$ cat config.mk
export PLATFORM = sky130hd
export DESIGN_NAME = geofence_driver
export DESIGN_NICKNAME = d
export VERILOG_FILES = /design/src/rtl/geofence_pkg.sv /design/src/rtl/geofence_set_buf.sv /design/src/rtl/geofence_driver.sv
export SDC_FILE = /design/constraint.sdc
export NUM_CORES = 1
export LEC_CHECK = 0
export CAP_MARGIN = 20
export CELL_PAD_IN_SITES_DETAIL_PLACEMENT = 0
export CELL_PAD_IN_SITES_GLOBAL_PLACEMENT = 1
export CORE_ASPECT_RATIO = 1.5
export CORE_MARGIN = 2
export CORE_UTILIZATION = 45
export DETAILED_ROUTE_END_ITERATION = 12
export PLACE_DENSITY = 0.79
export SLEW_MARGIN = 40
export SYNTH_ARGS = -nofsm -noshare
export SYNTH_HDL_FRONTEND = slang
export SYNTH_SLANG_ARGS = --single-unit
$ cat constraint.sdc
create_clock -name clk -period 7.7 [get_ports clk]
set_input_delay 1.155 -clock clk [delete_from_list [all_inputs] [get_ports clk]]
set_output_delay 1.155 -clock clk [all_outputs]
set_load 0.01 [all_outputs]
$ cat src/rtl/geofence_pkg.sv
// Shared types and constants for the geofence front end.
package geofence_pkg;

  localparam int unsigned COORD_W  = 10;
  localparam int unsigned NPTS     = 7;
  localparam int unsigned CORE_LAT = 23;
  localparam int unsigned IDX_W    = 3;

  typedef enum logic [1:0] {
    IDLE,
    STREAM,
    WAIT
  } gf_state_e;

  typedef struct packed {
    logic [COORD_W-1:0] x;
    logic [COORD_W-1:0] y;
  } point_t;

endpackage

$ cat src/rtl/geofence_set_buf.sv
// Two-bank ping-pong store for 7-point coordinate sets.
// Writes fill one bank at a time; the reader frees a bank once it has
// streamed its last point.
module geofence_set_buf
  import geofence_pkg::*;
(
  input  logic             clk,
  input  logic             reset,
  input  logic             wr_valid,
  output logic             wr_ready,
  input  point_t           wr_data,
  output logic [1:0]       bank_full,
  input  logic             rd_bank,
  input  logic [IDX_W-1:0] rd_idx,
  output point_t           rd_data,
  input  logic             free_valid,
  input  logic             free_bank
);

  point_t           mem [2][NPTS];
  logic             wr_bank;
  logic [IDX_W-1:0] wr_idx;
  logic             rdy_en;
  logic             wr_fire;
  logic             fill_done;
  logic [1:0]       full_nxt;

  assign wr_ready  = rdy_en & ~bank_full[wr_bank];
  assign wr_fire   = wr_valid & wr_ready;
  assign fill_done = wr_fire && (wr_idx == IDX_W'(NPTS - 1));
  assign rd_data   = mem[rd_bank][rd_idx];

  // Full-flag update: a fill and a free only ever target different banks.
  always_comb begin
    full_nxt = bank_full;
    if (free_valid) full_nxt[free_bank] = 1'b0;
    if (fill_done)  full_nxt[wr_bank]   = 1'b1;
  end

  // Point storage; contents need no reset because the full flags gate use.
  always_ff @(posedge clk) begin
    if (wr_fire) mem[wr_bank][wr_idx] <= wr_data;
  end

  // Write pointer, bank flags and post-reset ready enable.
  always_ff @(posedge clk or negedge reset) begin
    if (!reset) begin
      wr_bank   <= 1'b0;
      wr_idx    <= '0;
      bank_full <= '0;
      rdy_en    <= 1'b0;
    end else begin
      rdy_en    <= 1'b1;
      bank_full <= full_nxt;
      if (wr_fire) begin
        if (fill_done) begin
          wr_idx  <= '0;
          wr_bank <= ~wr_bank;
        end else begin
          wr_idx  <= wr_idx + IDX_W'(1);
        end
      end
    end
  end

endmodule

$ cat src/rtl/geofence_driver.sv
// Front end for the geofence core: buffers 7-point sets, streams each one
// into the core's LOAD window, and reports one result (or a watchdog abort)
// per set. The core is held in reset whenever no complete set is pending.
module geofence_driver
  import geofence_pkg::*;
#(
  parameter int unsigned TIMEOUT = 32,
  parameter int unsigned ID_W    = 8
) (
  input  logic               clk,
  input  logic               reset,
  input  logic               in_valid,
  output logic               in_ready,
  input  logic [COORD_W-1:0] in_x,
  input  logic [COORD_W-1:0] in_y,
  output logic               gf_reset,
  output logic [COORD_W-1:0] gf_x,
  output logic [COORD_W-1:0] gf_y,
  input  logic               gf_valid,
  input  logic               gf_is_inside,
  output logic               res_valid,
  output logic               res_inside,
  output logic               res_timeout,
  output logic [ID_W-1:0]    res_id
);

  localparam int unsigned WCNT_W = $clog2(TIMEOUT + 1);

  gf_state_e          state;
  logic               rd_bank;
  logic [IDX_W-1:0]   k;
  logic [IDX_W-1:0]   rd_idx;
  logic [WCNT_W-1:0]  wait_cnt;
  logic [ID_W-1:0]    id_cnt;
  logic [1:0]         bank_full;
  point_t             in_pt;
  point_t             rd_data;
  logic               free_valid;
  logic               last_pt;

  assign in_pt.x    = in_x;
  assign in_pt.y    = in_y;
  assign last_pt    = (k == IDX_W'(NPTS - 1));
  assign free_valid = (state == STREAM) && last_pt;

  // Read address runs one entry ahead of k so gf_x/gf_y register entry k
  // on the edge that opens the k-th STREAM cycle.
  assign rd_idx = (state == STREAM && !last_pt) ? k + IDX_W'(1) : '0;

  geofence_set_buf u_buf (
    .clk        (clk),
    .reset      (reset),
    .wr_valid   (in_valid),
    .wr_ready   (in_ready),
    .wr_data    (in_pt),
    .bank_full  (bank_full),
    .rd_bank    (rd_bank),
    .rd_idx     (rd_idx),
    .rd_data    (rd_data),
    .free_valid (free_valid),
    .free_bank  (rd_bank)
  );

  // Sequencer: IDLE holds the core in reset, STREAM feeds 7 points, WAIT
  // collects the result or aborts after TIMEOUT cycles.
  always_ff @(posedge clk or negedge reset) begin
    if (!reset) begin
      state       <= IDLE;
      rd_bank     <= 1'b0;
      k           <= '0;
      wait_cnt    <= '0;
      id_cnt      <= '0;
      gf_reset    <= 1'b1;
      gf_x        <= '0;
      gf_y        <= '0;
      res_valid   <= 1'b0;
      res_inside  <= 1'b0;
      res_timeout <= 1'b0;
      res_id      <= '0;
    end else begin
      res_valid <= 1'b0;
      case (state)
        IDLE: begin
          gf_reset <= 1'b1;
          if (bank_full[rd_bank]) begin
            state    <= STREAM;
            gf_reset <= 1'b0;
            k        <= '0;
            gf_x     <= rd_data.x;
            gf_y     <= rd_data.y;
          end
        end
        STREAM: begin
          if (last_pt) begin
            state    <= WAIT;
            rd_bank  <= ~rd_bank;
            wait_cnt <= '0;
          end else begin
            k    <= k + IDX_W'(1);
            gf_x <= rd_data.x;
            gf_y <= rd_data.y;
          end
        end
        WAIT: begin
          wait_cnt <= wait_cnt + WCNT_W'(1);
          if (gf_valid) begin
            res_valid   <= 1'b1;
            res_inside  <= gf_is_inside;
            res_timeout <= 1'b0;
            res_id      <= id_cnt;
            id_cnt      <= id_cnt + ID_W'(1);
            // Keeping gf_reset low lets the core roll straight into its next
            // LOAD window when another set is already waiting.
            if (bank_full[rd_bank]) begin
              state <= STREAM;
              k     <= '0;
              gf_x  <= rd_data.x;
              gf_y  <= rd_data.y;
            end else begin
              state    <= IDLE;
              gf_reset <= 1'b1;
            end
          end else if (wait_cnt == WCNT_W'(TIMEOUT - 1)) begin
            res_valid   <= 1'b1;
            res_inside  <= 1'b0;
            res_timeout <= 1'b1;
            res_id      <= id_cnt;
            id_cnt      <= id_cnt + ID_W'(1);
            state       <= IDLE;
            gf_reset    <= 1'b1;
          end
        end
        default: begin
          state    <= IDLE;
          gf_reset <= 1'b1;
        end
      endcase
    end
  end

endmodule

==> qor.csv, run 1 <==
metric;value;unit
sequentialPowerShare;0.390;
max_freq;0.290;GHz
slowest_delay;0.68;ns
cts_max_level;1;
cts-root-buf;clkbuf_16;
slew_headroom;0.451;
cp.arrival;2.30;ns
tightestPinTransition;0.819;ns
gp_congestion;0.748;
grt_max_degree;83;
synth_area_leaders;edfxtp_1 (61%), dfrtp_1 (11%), mux4_2 (3.3%);
port_buffers;57;
dp_hpwl;17500;um
die_h;218;um
internal_power;3940;uW
drt-pass1-iter-count;6;
drive_gt1_frac;0.184;
period_needed;3.45;ns
insertion_delay;0.57;ns
fin_setup_tns;0;ns
grt_pass1_vias;7947;
clk_pin_slew;0.06;ns
p_leak;0.00543;uW
fin_nets;933;
hp-class;flip-flop to flip-flop;
powerDensity;374;mW/mm2
power_frac_comb;0.346;
clockPowerShare;0.264;
critPathRequiredTime;6.55;ns
rows;78;
synthFlopType;edfxtp_1;
yosysWarnings;0;
drv_cap;0;
cp_max_fo;11;
antenna_left;0;
hold_violations;0;
syn_to_final_growth;16.0;%
insertedDiodeCount;0;
ys_types;56;
dieArea;0.0319;mm2
post_cts_resize_count;0;
p_sw_frac;0.337;
fin_crit_sh;0.448;
netlist_area;0.0137;mm2
crit_chain;mux2i_1 > and2_1 > clkdlybuf4s50_1;
finalSetupViolations;0;
outcome;finished clean;
whs;0.472;ns
power.ir.vdd_worst;199;uV
slew_viol_final;0;
synth_top_area_share;0.613;
syn-num-nets;879;
grt_overflow;0;
cts_buffers;31;
final_util;0.527;
cts_sinks;339;
synth_seq_area_share;0.721;
cts_max_path_buffers;3;
crit_type;flip-flop to output port;
io_pins;58;
drc;0;
drt_iter0_markers;612;
synth_edf_count;280;
design.core.area;0.0302;mm2
routedWlPerCell;22.8;um
syn_inst;848;
viasPerCell;5.80;
num_vias;7701;
rsz0062_at_grt;false;
yosys_register_bits;339;
switchingPower;2000;uW
cts_tree;built;
fp.dieW;147;um
nFillCells;2369;
post_cts_buffers;0;
ys_async_sr_fraction;0.174;
worstSetupStartpointType;flip-flop;
finalClockSkew;0.0191;ns
grt_pass1_wl;46300;um
grt_usage;0.190;
cts_hold_buf;0;
initial_core_util;0.455;
antenna_found_initial;0;
cp_slowest_cell;dfrtp_1;
drt_wl_total;30200;um
end_kind;output port;
avgSynthCellArea;16.2;um2
synth.largest_area_cell;edfxtp_1;
==> sequential cells by signal, indices dropped and copies added (netlist names), 2 cells and up <==
name and count:
u_buf.mem 280, id_cnt 8, k 3, state 2, wait_cnt 6, gf_y 10
u_buf.wr_idx 3, res_id 8, u_buf.bank_full 2, gf_x 10
==> area by class of cell <==
class / count / area, um2 / share of cell area
sequential: 339 / 9890 / 0.622
multi-input combinational: 448 / 3650 / 0.229
timing repair buffer: 76 / 801 / 0.0503
clock buffer: 33 / 783 / 0.0492
tap: 400 / 500 / 0.0315
clock inverter: 25 / 262 / 0.0164
inverter: 6 / 22.5 / 0.00142
==> worst paths after layout <==
| kind | startpoint | end | slack (ns) | cells after the start |
|---|---|---|---|---|
| min | res_id[2]$_DFFE_PN0P_ | res_id[2]$_DFFE_PN0P_ | 0.47 | 2 |
| min in group asynchronous | reset | gf_x[7]$_DFFE_PN0P_ | 0.67 | 2 |
| max in group asynchronous | reset | rd_bank$_DFFE_PN0N_ | 6.52 | 2 |
| min reg2reg | res_id[2]$_DFFE_PN0P_ | res_id[2]$_DFFE_PN0P_ | 0.47 | 2 |
| max | u_buf.wr_bank$_DFFE_PN0P_ | in_ready | 4.25 | 3 |
| max reg2reg | u_buf.wr_bank$_DFFE_PN0P_ | u_buf.mem[0][123]$_DFFE_PP_ | 4.48 | 6 |
==> cells in the final DEF (no fill, tap or decap), types with 10 or more instances in the layout <==
master	n
a211oi_1	28
a21o_1	16
a22o_1	15
a22oi_1	19
a2bb2oi_1	14
a31oi_1	14
and2_1	16
buf_4	12
clkbuf_16	31
clkdlybuf4s50_1	56
dfrtp_1	57
edfxtp_1	280
mux2_2	38
mux2i_1	10
mux4_2	20
nand2_1	56
nand3_1	23
nor2_1	10
nor2_4	10
nor3b_1	32
o21ai_0	27
==> critical path, delay by kind of cell, from the launching register on <==
family	cells	cell delay (ns)
flops	1	0.68
buf+inv	1	0.55
simple gates	1	0.20
mux	1	0.30
==> per-layer routing <==
metal  track usage  vias to the layer above  routed length (um)
met5             0                        -                   0
met4        0.0757                        0                1070
met3        0.0245                       71                1500
met2         0.347                      259               15900
met1         0.229                     3912               11700
li1              -                     3459                   -
==> per-stage QoR <==
stage / power, uW / worst slack [ns] / cell area (um2) / instances
6_report: 5950 / 4.25 / 15900 / 1327
5_1_grt: 6220 / 4.10 / 15900 / 1327
4_1_cts: 5980 / 4.25 / 15900 / 1326
3_5_place_dp: 4420 / 3.97 / 14800 / 1268
3_3_place_gp: 4350 / 3.97 / 14700 / 1265
2_1_floorplan: 3730 / 4.26 / 13700 / 848
==> cells by family after synthesis <==
family | Yosys count | synth area share
compound gates | 182 | 0.104
xor+xnor | 9 | 0.00575
fa+ha+maj | 6 | 0.00547
buf+inv | 61 | 0.0220
flops | 339 | 0.721
mux | 68 | 0.0713
other cells | 1 | 0.000273
simple gates | 182 | 0.0706
==> Yosys cell counts, drive strengths merged (3+ instances only) <==
cell type and number:
a2111oi 4, a211oi 28, a21o 16, a21oi 9
a221oi 14, a22o 15, a22oi 23, a2bb2oi 14
a311o 4, a31oi 14, and2 16, and3 3
buf 25, clkbuf 30, dfrtp 58, edfxtp 280
ha 6, inv 6, mux2 38, mux2i 10
mux4 20, nand2 56, nand2b 7, nand3 23
nand4 7, nor2 22, nor3 7, nor3b 32
o21ai 27, or3 3, xnor2 6, xor2 3
==> power groups by stage <==
stage / registers [uW] / logic (uW) / clock network, uW
global placement: 2380 / 1970 / 0
global route: 2340 / 2230 / 1650
floorplan: 2310 / 1420 / 0
finish: 2320 / 2060 / 1570
CTS: 2350 / 2030 / 1590
detailed placement: 2390 / 2040 / 0
No activity file was read; power rests on OpenSTA's default activity.
==> inputs of run 2 (changes only) <==
PLACE_DENSITY = 0.82   (was 0.79)
clock period = 3 ns   (was 7.7 ns; I/O delays follow)
==> qor.csv, run 2 (synthesis results as in run 1) <==
metric;value;unit;change
outcome;finished clean;;
cp.arrival;2.28;ns;-0.02 ns
antenna_found_initial;0;;unchanged
drc;0;;unchanged
cts_sinks;339;;unchanged
internal_power;9930;uW;+150%
sequentialPowerShare;0.400;;+0.010
drt_wl_total;29900;um;-1.0%
syn_to_final_growth;15.7;%;
drt-pass1-iter-count;4;;-2
tightestPinTransition;0.748;ns;-0.0706 ns
rows;78;;unchanged
end_kind;output port;;
dpl-instance-area;0.0149;mm2;+0.62%
crit_chain;mux2i_1 > and2_1 > clkdlybuf4s50_1;;
insertion_delay;0.57;ns;about the same
cts_max_level;1;;unchanged
fp.dieW;147;um;unchanged
power.ir.vdd_worst;666;uV;+230%
post_cts_buffers;0;;unchanged
port_buffers;57;;unchanged
dp_hpwl;17300;um;-1.0%
instances_no_fill;1347;;+1.5%
viasPerCell;5.70;;-1.7%
p_sw_frac;0.334;;-0.00304
fin_setup_tns;0;ns;unchanged
cts-root-buf;clkbuf_16;;
cp_slowest_cell;dfrtp_1;;
dieArea;0.0319;mm2;unchanged
slew_viol_final;0;;unchanged
slowest_delay;0.68;ns;about the same
design.core.area;0.0302;mm2;unchanged
layout_commonest_cell;edfxtp_1;;
power_frac_comb;0.354;;+0.008
finalSetupViolations;0;;unchanged
place_inst;1290;;+1.7%
post_cts_resize_count;0;;unchanged
grt_usage;0.189;;-0.00162
initial_core_util;0.455;;unchanged
gp_congestion;0.764;;+2.1%
num_vias;7683;;-0.23%
powerDensity;939;mW/mm2;+150%
p_leak;0.00547;uW;+0.75%
clk_pin_slew;0.07;ns;about the same
max_freq;0.367;GHz;
largest-register;u_buf.mem;;
slew_headroom;0.501;;+0.0500
antenna_left;0;;unchanged
die_h;218;um;unchanged
switchingPower;4970;uW;+150%
grt_overflow;0;;unchanged
cp_max_fo;11;;unchanged
worstSetupStartpointType;flip-flop;;
fin_crit_sh;0.909;;
rsz0062_at_grt;false;;
finalClockSkew;0.0253;ns;+0.00619 ns
clockPowerShare;0.246;;-0.018
crit_type;flip-flop to output port;;
grt_pass1_vias;7803;;-1.8%
design_area;0.0159;mm2;-0.22%
largest_reg_flops;280;;unchanged
worst_slack;0.274;ns;-3.97 ns
nFillCells;2370;;+0.042%
drv_cap;0;;unchanged
drt_iter0_markers;593;;-3.1%
critPathRequiredTime;2.55;ns;-4.00 ns
cts_buffers;30;;-3.2%
power;14900;uW;+150%
cts_tree;built;;
hold_violations;0;;unchanged
hp-class;flip-flop to flip-flop;;
grt_pass1_wl;45900;um;-0.92%
place_ws;0.304;ns;-3.66 ns
fin_nets;954;;+2.3%
final_cell_mix;edfxtp_1 (280), dfrtp_1 (57), nand2_1 (56), clkdlybuf4s50_1 (56), mux2_2 (38);;
reg_top3;u_buf.mem x280, gf_x x10, gf_y x10;;
cts_max_path_buffers;3;;unchanged
insertedDiodeCount;0;;unchanged
routedWlPerCell;22.2;um;-2.5%
grt_max_degree;64;;-23%
io_pins;58;;unchanged
drive_gt1_frac;0.189;;+0.00455
period_needed;2.73;ns;
==> run 2: cell count changes in the layout (fill, tap and decap cells not counted), moves of 4 or more <==
cell / change
buf_4: +24
nor2_2: +8
nor2_4: -8
clkinv_1: +6
inv_6: -4
==> run 2: repair_timing <==
item / 4_1_cts / 5_1_grt
endpoints found under the setup margin: 0 / 0
hold endpoints to repair: 24 / 0
hold buffers: 1 / 0
==> run 2: worst max-delay path, delay by kind of cell (launching register included) <==
family | cells | cell delay [ns]
buffers and inverters | 1 | 0.55
and+or+nand+nor | 1 | 0.17
DFF | 1 | 0.68
muxes | 1 | 0.30
==> run 2: power groups by stage <==
stage / Sequential [uW] / Combinational, uW / Clock, uW
2_1_floorplan: 5930 / 3640 / 0
3_3_place_gp: 6060 / 5170 / 0
3_5_place_dp: 6060 / 5290 / 0
4_1_cts: 5970 / 5310 / 3720
5_1_grt: 6010 / 5720 / 3890
6_report: 5970 / 5270 / 3660
==> run 2: layer usage <==
layer	track usage	wire [um]	up-vias
li1	-	-	3495
met5	0	0	-
met1	0.235	12000	3916
met4	0.0748	1040	0
met2	0.334	15400	217
met3	0.0264	1460	55
==> run 2: worst paths after layout <==
path                                           start               endpoint  slack, ns  cells after the start
min in group asynchronous                      reset    gf_x[5]$_DFFE_PN0P_       0.49                      2
max reg2reg                     state[0]$_DFFE_PN0P_    gf_x[2]$_DFFE_PN0P_       0.31                      7
max                        u_buf.wr_bank$_DFFE_PN0P_               in_ready       0.27                      3
min                            res_id[7]$_DFFE_PN0P_  res_id[7]$_DFFE_PN0P_       0.47                      2
min reg2reg                    res_id[7]$_DFFE_PN0P_  res_id[7]$_DFFE_PN0P_       0.47                      2
max in group asynchronous                      reset   gf_reset$_DFFE_PN1P_       1.80                      3
==> run 2: area by class of cell <==
cell class	count	area [um2]	share of cell area
repair buffers	98	926	0.0583
well taps	400	500	0.0315
clock buffers	37	808	0.0509
multi-input cells	448	3600	0.227
flip-flops and latches	339	9890	0.623
clock inverters	19	125	0.00788
inverters	6	22.5	0.00142
==> run 2: stage by stage <==
stage               utilization  hold slack (ns)
global route              0.526            0.499
detailed placement        0.495            0.462
floorplan                     -            0.154
finish                    0.526            0.472
CTS                       0.526            0.475
global placement          0.495            0.456
==> inputs of run 3 (changes only) <==
REMOVE_ABC_BUFFERS = 1   (was unset)
==> qor.csv, run 3 (synthesis results as in run 1) <==
metric;value;unit;change
grt_max_degree;84;;+31%
power_frac_comb;0.348;;-0.006
seq_area;0.00989;mm2;unchanged
finalClockSkew;0.00885;ns;-0.0165 ns
io_pins;58;;unchanged
internal_power;10400;uW;+4.6%
grt_pass1_wl;47300;um;+3.0%
fp.dieW;147;um;unchanged
met3_usage;0.0236;;-0.00272
post_cts_buffers;0;;unchanged
fin_nets;955;;+0.10%
grt_pass1_vias;8114;;+4.0%
fin_setup_tns;0;ns;unchanged
switchingPower;5000;uW;+0.53%
largest_reg_flops;280;;unchanged
multi_input_area;0.00358;mm2;-0.45%
layout_commonest_cell;edfxtp_1;;
period_needed;2.77;ns;+0.0460 ns
syn_to_final_growth;16.7;%;
cts_max_level;1;;unchanged
cp_max_fo;32;;+21
critPathRequiredTime;3.44;ns;+0.89 ns
dp_hpwl;17500;um;+0.85%
num_vias;7814;;+1.7%
max_freq;0.361;GHz;-1.7%
hold_violations;0;;unchanged
post_cts_resize_count;0;;unchanged
cts_max_path_buffers;3;;unchanged
grtUsageMet1;0.244;;+0.00976
drt_wl_total;30400;um;+1.7%
dieArea;0.0319;mm2;unchanged
slew_headroom;0.560;;+0.0587
drt_iter0_markers;607;;+2.4%
drt-pass1-iter-count;7;;+3
met2_usage;0.338;;+0.00377
viasPerCell;5.80;;+1.6%
powerDensity;961;mW/mm2;+2.3%
final_cell_mix;edfxtp_1 (280), dfrtp_1 (57), nand2_1 (56), clkdlybuf4s50_1 (56), mux2_2 (38);;
outcome;finished clean;;
insertedDiodeCount;0;;unchanged
clockPowerShare;0.267;;+0.021
rows;78;;unchanged
drive_gt1_frac;0.196;;+0.00718
slew_viol_final;0;;unchanged
finalSetupViolations;0;;unchanged
reg_top3;u_buf.mem x280, gf_x x10, gf_y x10;;
nFillCells;2375;;+0.21%
hp-class;input pin to asynchronous set/reset pin;;
cts_tree;built;;
antenna_left;0;;unchanged
p_leak;0.00554;uW;+1.3%
design_area;0.0160;mm2;+0.88%
insertion_delay;0.57;ns;about the same
largest-register;u_buf.mem;;
grt_usage;0.193;;+0.00412
antenna_found_initial;0;;unchanged
design.core.area;0.0302;mm2;unchanged
clk_pin_slew;0.06;ns;about the same
cts-root-buf;clkbuf_16;;
busiest_layer;met2;;
grt_overflow;0;;unchanged
p_sw_frac;0.325;;-0.00875
cts_sinks;339;;unchanged
die_h;218;um;unchanged
crit_type;flip-flop to flip-flop;;
port_buffers;57;;unchanged
rsz0062_at_grt;false;;
cp.arrival;3.21;ns;+0.93 ns
tightestPinTransition;0.644;ns;-0.105 ns
fin_crit_sh;0.924;;+0.0153
drc;0;;unchanged
power.ir.vdd_worst;553;uV;-17%
end_kind;flip-flop;;
gp_congestion;0.772;;+1.1%
sequentialPowerShare;0.385;;-0.015
drv_cap;0;;unchanged
cts_buffers;31;;+3.3%
dpl-instance-area;0.0149;mm2;about the same
worstSetupStartpointType;flip-flop;;
routedWlPerCell;22.5;um;+1.6%
initial_core_util;0.455;;unchanged
-- run 3: power groups by stage --
stage	clock network (uW)	logic [uW]	registers, uW
6_report	4100	5360	5920
5_1_grt	4340	5800	5960
4_1_cts	4180	5410	5920
3_5_place_dp	0	5370	6010
3_3_place_gp	0	5270	6000
2_1_floorplan	0	3190	6190
-- run 3: cell type report --
| class | instances | share of cell area |
|---|---|---|
| Clock buffer | 44 | 0.0565 |
| Clock inverter | 13 | 0.0107 |
| Inverter | 6 | 0.00141 |
| Multi-Input combinational cell | 448 | 0.224 |
| Sequential cell | 339 | 0.618 |
| Tap cell | 400 | 0.0313 |
| Timing Repair Buffer | 98 | 0.0586 |
-- run 3: layer usage --
metal  routed length [um]  part of all wire
met1                12100              0.40
met2                15600              0.51
met3                 1610             0.053
met4                 1040             0.034
met5                    0                 0
-- run 3: worst max-delay path, stage by stage, from the launching register on --
cell and delay (ns):
dfrtp_1 0.40, inv_1 0.11, ha_1 0.24, and2_1 0.19, buf_12 0.18, nor2_4 0.17
buf_4 0.41, mux2_2 0.40, a211oi_1 0.30, a211oi_1 0.09, a2bb2oi_1 0.14
-- run 3: worst paths after layout --
kind | depth (start not counted) | slack (ns) | end | start
max | 10 | 0.23 | gf_y[0]$_DFFE_PN0P_ | k[0]$_DFFE_PN0P_
min | 2 | 0.36 | u_buf.bank_full[1]$_DFF_PN0_ | reset
max reg2reg | 10 | 0.23 | gf_y[0]$_DFFE_PN0P_ | k[0]$_DFFE_PN0P_
min reg2reg | 1 | 0.47 | id_cnt[7]$_DFFE_PN0P_ | id_cnt[7]$_DFFE_PN0P_
max in group asynchronous | 3 | 1.91 | gf_reset$_DFFE_PN1P_ | reset
min in group clk | 1 | 0.47 | id_cnt[7]$_DFFE_PN0P_ | id_cnt[7]$_DFFE_PN0P_
-- run 3: per-stage QoR --
step | hold slack [ns] | total power, uW | setup WS, ns | utilization | cells
5_1_grt | 0.394 | 16100 | 0.141 | 0.531 | 1348
2_1_floorplan | 0.154 | 9380 | -2.05 | - | 793
3_5_place_dp | 0.412 | 11400 | 0.327 | 0.495 | 1290
6_report | 0.355 | 15400 | 0.228 | 0.531 | 1348
4_1_cts | 0.361 | 15500 | 0.248 | 0.531 | 1348
3_3_place_gp | 0.418 | 11300 | 0.392 | 0.495 | 1290
-- run 3: timing repair --
item / CTS / global route
endpoints found under the setup margin: 0 / 0
endpoints found under the hold margin: 14 / 0
hold buffers: 1 / 0
